==> config.mk <==
export PLATFORM = sky130hd
export DESIGN_NAME = button_hub
export DESIGN_NICKNAME = d
export VERILOG_FILES = /design/src/rtl/button_hub_pkg.sv /design/src/rtl/button_channel.sv /design/src/rtl/button_hub.sv
export SDC_FILE = /design/constraint.sdc
export NUM_CORES = 1
export LEC_CHECK = 0
export CAP_MARGIN = 5
export CORE_UTILIZATION = 55
export DETAILED_ROUTE_END_ITERATION = 12
export PLACE_DENSITY = 0.76
export SYNTH_ARGS = -nofsm -noshare
export SYNTH_HDL_FRONTEND = slang
export SYNTH_SLANG_ARGS = --single-unit
==> constraint.sdc <==
create_clock -name clk -period 2.5 [get_ports clk]
set_clock_uncertainty 0.1 [all_clocks]
set_input_delay 0.375 -clock clk [delete_from_list [all_inputs] [get_ports clk]]
set_output_delay 0.375 -clock clk [all_outputs]
set_load 0.02 [all_outputs]
==> src/rtl/button_hub_pkg.sv <==
// Shared types and helpers for the push-button front end.
// Latency: n/a (types and constant functions only).
// Backpressure: n/a.
package button_hub_pkg;

  // Per-channel press state
  typedef enum logic [1:0] {
    IDLE   = 2'd0,
    HELD   = 2'd1,
    REPEAT = 2'd2
  } ch_state_t;

  // Polarity inside the hub, after the raw pin has been normalised
  localparam logic PRESSED  = 1'b1;
  localparam logic RELEASED = 1'b0;

  // Bits needed to hold values 0..value-1, never less than one bit
  function automatic int clog2_min1(input int value);
    int w;
    w = 1;
    while ((1 << w) < value) w = w + 1;
    return w;
  endfunction

endpackage

==> src/rtl/button_channel.sv <==
// One button channel: synchroniser, debounce, press/repeat FSM, repeat timer.
// Latency: level and press pulse appear 2+DEBOUNCE_CYCLES cycles after a clean input change.
// Backpressure: none; pulses are fire-and-forget single-cycle strobes.
// Ports: btn_raw (async pin), repeat_en (auto-repeat enable), level (debounced, 1=pressed),
//        pulse (one-cycle press / repeat strobe).
module button_channel
  import button_hub_pkg::*;
#(
  parameter int DEBOUNCE_CYCLES = 16,
  parameter int REPEAT_DELAY    = 25_000_000,
  parameter int REPEAT_PERIOD   = 5_000_000,
  parameter int ACTIVE_LOW_IN   = 1
) (
  input  logic clk,
  input  logic rst,
  input  logic btn_raw,
  input  logic repeat_en,
  output logic level,
  output logic pulse
);

  localparam int CNT_W   = clog2_min1(DEBOUNCE_CYCLES + 1);
  localparam int TMR_MAX = (REPEAT_DELAY > REPEAT_PERIOD) ? REPEAT_DELAY : REPEAT_PERIOD;
  localparam int TMR_W   = clog2_min1(TMR_MAX + 1);

  localparam logic [CNT_W-1:0] CNT_LAST    = CNT_W'(DEBOUNCE_CYCLES - 1);
  localparam logic [TMR_W-1:0] LOAD_DELAY  = TMR_W'(REPEAT_DELAY);
  localparam logic [TMR_W-1:0] LOAD_PERIOD = TMR_W'(REPEAT_PERIOD);
  localparam logic [TMR_W-1:0] TMR_ONE     = TMR_W'(1);

  // Normalise polarity before the synchroniser so its reset value means "released"
  logic raw_pressed;
  assign raw_pressed = (ACTIVE_LOW_IN != 0) ? ~btn_raw : btn_raw;

  logic             sync_q;
  logic             s;
  logic [CNT_W-1:0] cnt;
  logic             toggle;
  logic             rise;
  logic             fall;

  assign toggle = (s != level) && (cnt == CNT_LAST);
  assign rise   = toggle && (level == RELEASED);
  assign fall   = toggle && (level == PRESSED);

  always_ff @(posedge clk or negedge rst) begin
    if (!rst) begin
      sync_q <= RELEASED;
      s      <= RELEASED;
      cnt    <= '0;
      level  <= RELEASED;
    end else begin
      sync_q <= raw_pressed;
      s      <= sync_q;
      if ((s == level) || toggle) cnt <= '0;
      else                        cnt <= cnt + 1'b1;
      if (toggle) level <= ~level;
    end
  end

  ch_state_t        state, state_nxt;
  logic [TMR_W-1:0] timer, timer_nxt;
  logic             pulse_nxt;

  always_ff @(posedge clk or negedge rst) begin
    if (!rst) begin
      state <= IDLE;
      timer <= '0;
      pulse <= 1'b0;
    end else begin
      state <= state_nxt;
      timer <= timer_nxt;
      pulse <= pulse_nxt;
    end
  end

  // The pulse is registered on the same edge that flips level, so both line up.
  // Timer expiry is detected at 1 so the strobe lands exactly N cycles after the load.
  always_comb begin
    state_nxt = state;
    timer_nxt = timer;
    pulse_nxt = 1'b0;
    if (fall) begin
      state_nxt = IDLE;
      timer_nxt = '0;
    end else begin
      case (state)
        IDLE: begin
          if (rise) begin
            state_nxt = HELD;
            timer_nxt = LOAD_DELAY;
            pulse_nxt = 1'b1;
          end
        end
        HELD, REPEAT: begin
          if (!repeat_en) begin
            state_nxt = HELD;
            timer_nxt = LOAD_DELAY;
          end else if (timer <= TMR_ONE) begin
            state_nxt = REPEAT;
            timer_nxt = LOAD_PERIOD;
            pulse_nxt = 1'b1;
          end else begin
            timer_nxt = timer - 1'b1;
          end
        end
        default: begin
          state_nxt = IDLE;
          timer_nxt = '0;
        end
      endcase
    end
  end

endmodule

==> src/rtl/button_hub.sv <==
// Push-button front end: per-channel conditioning plus steering of press pulses to one consumer.
// Latency: press pulse 2+DEBOUNCE_CYCLES cycles after a clean press; consumer switch 1 cycle after all released.
// Backpressure: none; consumer switch is deferred while any button is held.
// Ports: btn_raw/repeat_en per channel, dest_sel request; btn_pulse (consumer-major, channel-minor),
//        btn_level, active_dest, dest_pending, dest_valid.
module button_hub
  import button_hub_pkg::*;
#(
  parameter int NUM_BUTTONS     = 3,
  parameter int NUM_DEST        = 3,
  parameter int DEBOUNCE_CYCLES = 16,
  parameter int REPEAT_DELAY    = 25_000_000,
  parameter int REPEAT_PERIOD   = 5_000_000,
  parameter int ACTIVE_LOW_IN   = 1,
  parameter int SEL_W           = clog2_min1(NUM_DEST)
) (
  input  logic                          clk,
  input  logic                          rst,
  input  logic [NUM_BUTTONS-1:0]        btn_raw,
  input  logic [NUM_BUTTONS-1:0]        repeat_en,
  input  logic [SEL_W-1:0]              dest_sel,
  output logic [NUM_DEST*NUM_BUTTONS-1:0] btn_pulse,
  output logic [NUM_BUTTONS-1:0]        btn_level,
  output logic [SEL_W-1:0]              active_dest,
  output logic                          dest_pending,
  output logic                          dest_valid
);

  logic [NUM_BUTTONS-1:0] ch_pulse;

  for (genvar i = 0; i < NUM_BUTTONS; i++) begin : g_ch
    button_channel #(
      .DEBOUNCE_CYCLES (DEBOUNCE_CYCLES),
      .REPEAT_DELAY    (REPEAT_DELAY),
      .REPEAT_PERIOD   (REPEAT_PERIOD),
      .ACTIVE_LOW_IN   (ACTIVE_LOW_IN)
    ) u_ch (
      .clk       (clk),
      .rst       (rst),
      .btn_raw   (btn_raw[i]),
      .repeat_en (repeat_en[i]),
      .level     (btn_level[i]),
      .pulse     (ch_pulse[i])
    );
  end

  assign dest_pending = (dest_sel != active_dest);
  assign dest_valid   = (int'(active_dest) < NUM_DEST);

  // Only switch when nothing is held, so a press and its repeats stay with one consumer
  always_ff @(posedge clk or negedge rst) begin
    if (!rst) begin
      active_dest <= '0;
    end else if (dest_pending && (btn_level == '0)) begin
      active_dest <= dest_sel;
    end
  end

  always_comb begin
    btn_pulse = '0;
    for (int d = 0; d < NUM_DEST; d++) begin
      if (dest_valid && (active_dest == SEL_W'(d))) begin
        btn_pulse[d*NUM_BUTTONS +: NUM_BUTTONS] = ch_pulse;
      end
    end
  end

endmodule

==> metrics.md <==
| Metric | Value |
|---|---|
| Status | `completed` |
| Clk slew on worst S/H paths | `0.08 ns` |
| Most frequent cells in the layout | `109 x dfrtp_1, 71 x buf_4, 52 x nor2_1, 42 x nand2_1, 29 x inv_1` |
| Dpl cells | `879` |
| Worst Setup Start Kind | `flop` |
| Sink Count | `110` |
| Critical Path Source | `g_ch[1].u_ch.timer[19]$_DFFE_PN0P_` |
| Fin crit share | `a little over nine tenths` |
| Yosys cell types | `68` |
| Worst vdd ir | `approximately 870 uV` |
| Final hold vios | `0` |
| Worst path arrival time | `2.65 ns` |
| Routed WL | `approximately 16,000 um` |
| Clock latency on the worst-skew pair | `~0.36 ns` |
| Crit path max fanout | `7` |
| Largest net degree at the start of global routing | `57` |
| Via count | `5,783` |
| Crit Path Class | `reg2reg` |
| Synth Area in XOR/XNOR | `around 3.7%` |
| Avg Vias per Cell | `around 6.4` |
| Final cell count without fillers | `900` |
| Die ar. | `12,000 um^2` |
| Worst path bufs/invs | `1` |
| FMAX | `around 410 MHz` |
| Slew HR | `62.4%` |
| Syn_nets | `~700` |
| Detail Route Antenna Nets | `0` |
| Area occupied by multi-input gates | `3480 um^2` |
| FF-to-FF Start | `g_ch[1].u_ch.timer[19]$_DFFE_PN0P_` |
| GPL Wtd Cong | `0.885` |
| Actual slew at the worst max-slew pin | `about 0.56 ns` |
| Ys async rst share | `100%` |
| Initial Util | `a little under 60%` |
| Post-DP HPWL | `between 10,000 and 15,000 um` |
| CTS buffer count | `9` |
| # DRC | `0` |
| Pre-Repair DR Iteration Count | `5` |
| Largest family of logic cells by synthesized area | `simple AND/OR/NAND/NOR gates` |
| Max clock buf depth | `2` |
| Fin crit period | `approximately 2.5 ns` |
| Post-Synth Simple-Gate Area | `23.5%` |
| Die height | `110 um` |
| Fillcell total | `879` |
| CP required | `approximately 2.7 ns` |
| Clk root buf | `clkbuf_16` |
| Crit-path leading delay family | `simple AND/OR/NAND/NOR gates` |
| Std cell rows | `38` |
| Cell Area, Placed | `around 7000 um^2` |
| H-tree levels | `3` |
| CP Depth | `6` |
| First-pass GRT wire length | `about 26,000 um` |
| Yosys reg bits | `110` |
| CP endpoint kind | `flop` |
| Fraction of final layout cells sized beyond drive strength 1 | `between 10% and 20%` |
| Post-synthesis compound-gate area fraction | `between 20% and 30%` |
| Finished Cell Area | `7630 um^2` |
| Post-Synth Adder-Cell Area | `between 3 and 4%` |
| GRT Total Usage | `between 20% and 30%` |
| Boundary Pins | `26` |
| R2R Path End | `g_ch[1].u_ch.timer[24]$_DFFE_PN0P_` |
| Wire per inst | `18.0 um` |
| GRT overflow | `0` |
| Last element of the critical path | `g_ch[1].u_ch.timer[24]$_DFFE_PN0P_` |
| Vias in the first global route | `around 5.5k` |
| Commonest non-fill, non-tap cell in the layout | `dfrtp_1` |
| Final setup fails | `0` |
| Register area | `~2800 um^2` |
| Ys flop type | `dfrtp_1` |
| Register area share after synthesis | `43.3%` |
| Largest stage delay on the critical path | `around 0.63 ns` |
| Number of diodes | `0` |
| TritonCTS clock tree | `built` |
| Post-synthesis cell count | `between 600 and 700` |
| Mux contribution to synthesized area | `under 10%` |
| Initial antenna violation count | `0` |
| Max Transition Viols Final | `0` |
| Cells along the critical path | `or4_4 > or2_4 > buf_4 > or4_2 > a21oi_1 > a211o_1` |
| Cell Pwr Density | `between 1000 and 1500 nW/um^2` |
| P_leak | `3.37 nW` |
| Nets@finish | `783` |
| Number of synthesized flops with an enable pin | `0` |
| Reg2Reg Setup Slack | `roughly 0.05 ns` |
| Total negative slack | `0 ns` |
| RSZ-0062 raised after global routing | `false` |
| Critical-path top delay cell | `or4_2` |
| Syn_area_per_cell | `around 9.5 um^2` |
| Max Cap Violations | `0` |
| I/O Buffers | `25` |
| Reg2reg path depth | `6` |
| Total Power | `approximately 0.0091 W` |
| P&R area growth vs syn | `20.0%` |
| Worst Hold Class | `reg2reg` |
| DRC marker count from the first detailed-route iteration | `~480` |
| Core ar. | `approximately 11,000 um^2` |
| Width of the die | `approximately 110 um` |
| Synth Cell Area | `about 6400 um^2` |
| Ys Warns | `0` |
## sequential cells by signal, summed over array words and instances, names as in the netlist
signal / flops
g_ch.u_ch.sync_q: 3
g_ch.u_ch.level: 3
g_ch.u_ch.state: 6
g_ch.u_ch.timer: 75
g_ch.u_ch.cnt: 15
g_ch.u_ch.s: 3
g_ch.u_ch.pulse: 3
active_dest: 2
## cells in the mapped netlist, drive strengths merged (3+ instances only)
library cell / count / area share [%]
a221o: 9 / 1.4
o41ai: 3 / 0.41
o211ai: 17 / 2.0
o31ai: 11 / 1.4
ha: 18 / 3.5
or4: 13 / 1.8
buf: 10 / 1.2
xnor2: 14 / 1.9
a211o: 12 / 1.7
nor2: 53 / 3.1
nor3b: 3 / 0.35
a21o: 9 / 1.1
or3: 6 / 0.59
a21boi: 5 / 0.59
nand3b: 3 / 0.35
o311ai: 3 / 0.41
dfrtp: 110 / 43
a21oi: 26 / 2.0
nand4b: 4 / 0.55
nor2b: 6 / 0.59
nand2b: 12 / 1.2
clkbuf: 17 / 1.0
a211oi: 3 / 0.43
nand2: 42 / 2.5
a22o: 8 / 1.1
and2: 12 / 1.2
o22a: 3 / 0.41
nand4: 12 / 1.2
nor4: 31 / 3.5
o21a: 4 / 0.47
nor3: 23 / 1.8
a41oi: 3 / 0.41
a31oi: 21 / 2.1
or3b: 3 / 0.41
mux2: 5 / 0.88
o21ai: 28 / 2.2
xor2: 13 / 1.8
or2: 7 / 0.69
nor4b: 4 / 0.65
o32ai: 3 / 0.41
inv: 29 / 1.7
o2bb2ai: 4 / 0.55
and3: 6 / 0.59
nand3: 28 / 2.2
a31o: 5 / 0.69
## worst min-delay path by stage
stage	startpoint	end	slack, ns	cells past startpoint
5_1_grt	g_ch[1].u_ch.sync_q$_DFF_PN0_	g_ch[1].u_ch.s$_DFF_PN0_	0.26	0
4_1_cts	g_ch[1].u_ch.sync_q$_DFF_PN0_	g_ch[1].u_ch.s$_DFF_PN0_	0.25	0
3_3_place_gp	g_ch[2].u_ch.sync_q$_DFF_PN0_	g_ch[2].u_ch.s$_DFF_PN0_	0.23	0
3_5_place_dp	g_ch[1].u_ch.sync_q$_DFF_PN0_	g_ch[1].u_ch.s$_DFF_PN0_	0.23	0
2_1_floorplan	rst	active_dest[0]$_DFFE_PN0P_	-0.02	0
6_report	g_ch[1].u_ch.sync_q$_DFF_PN0_	g_ch[1].u_ch.s$_DFF_PN0_	0.25	0
## power breakdown
part	switching, W	internal [W]	leakage, nW
clock network	0.000697	0.000724	0.143
logic	0.00269	0.00216	1.79
registers	0.000551	0.00224	1.44
## logic make-up (layout without fill, tap and decap cells)
group / after synthesis / in the layout
XOR/XNOR: 27 / 27
flip-flops: 110 / 110
buffers and inverters: 56 / 143
multiplexers: 6 / 6
AO/OA/AOI/OAI: 186 / 186
AND/OR/NAND/NOR: 270 / 270
adder cells (fa/ha/maj): 18 / 18
## cell type report
class | count | share of cell area, %
multi-input cells | 507 | 45.6
flip-flops and latches | 110 | 36.1
repair buffers | 98 | 10.8
clock buffers | 10 | 3.13
well taps | 140 | 2.30
inverters | 29 | 1.43
clock inverters | 6 | 0.689
## repair_timing
action                                 in CTS  in global routing
setup buffers                               0                  4
hold buffers                                1                  0
endpoints found under the hold margin      37                  0
gates resized for setup                     2                 28
setup endpoints to repair                   9                 47
pin swaps                                   0                  4
## metrics by stage
stage	setup WS, ns	utilization (%)	hold WS, ns
global route	0.00240	69.2	0.261
CTS	-0.0348	67.9	0.252
detailed placement	-0.129	65.1	0.235
floorplan	0.0293	-	-0.0206
global placement	0.00615	65.1	0.233
finish	0.0498	69.2	0.251
## routing by layer
layer / wire, um / up-vias / share of wire (%) / global-route usage, %
li1: - / 2714 / - / -
met1: 7030 / 2808 / 43 / 37.6
met2: 7840 / 237 / 48 / 46.5
met3: 1140 / 24 / 7.0 / 6.82
met4: 204 / 0 / 1.3 / 8.48
met5: 0 / - / 0 / 0
No activity file was read; power rests on OpenSTA's default activity.
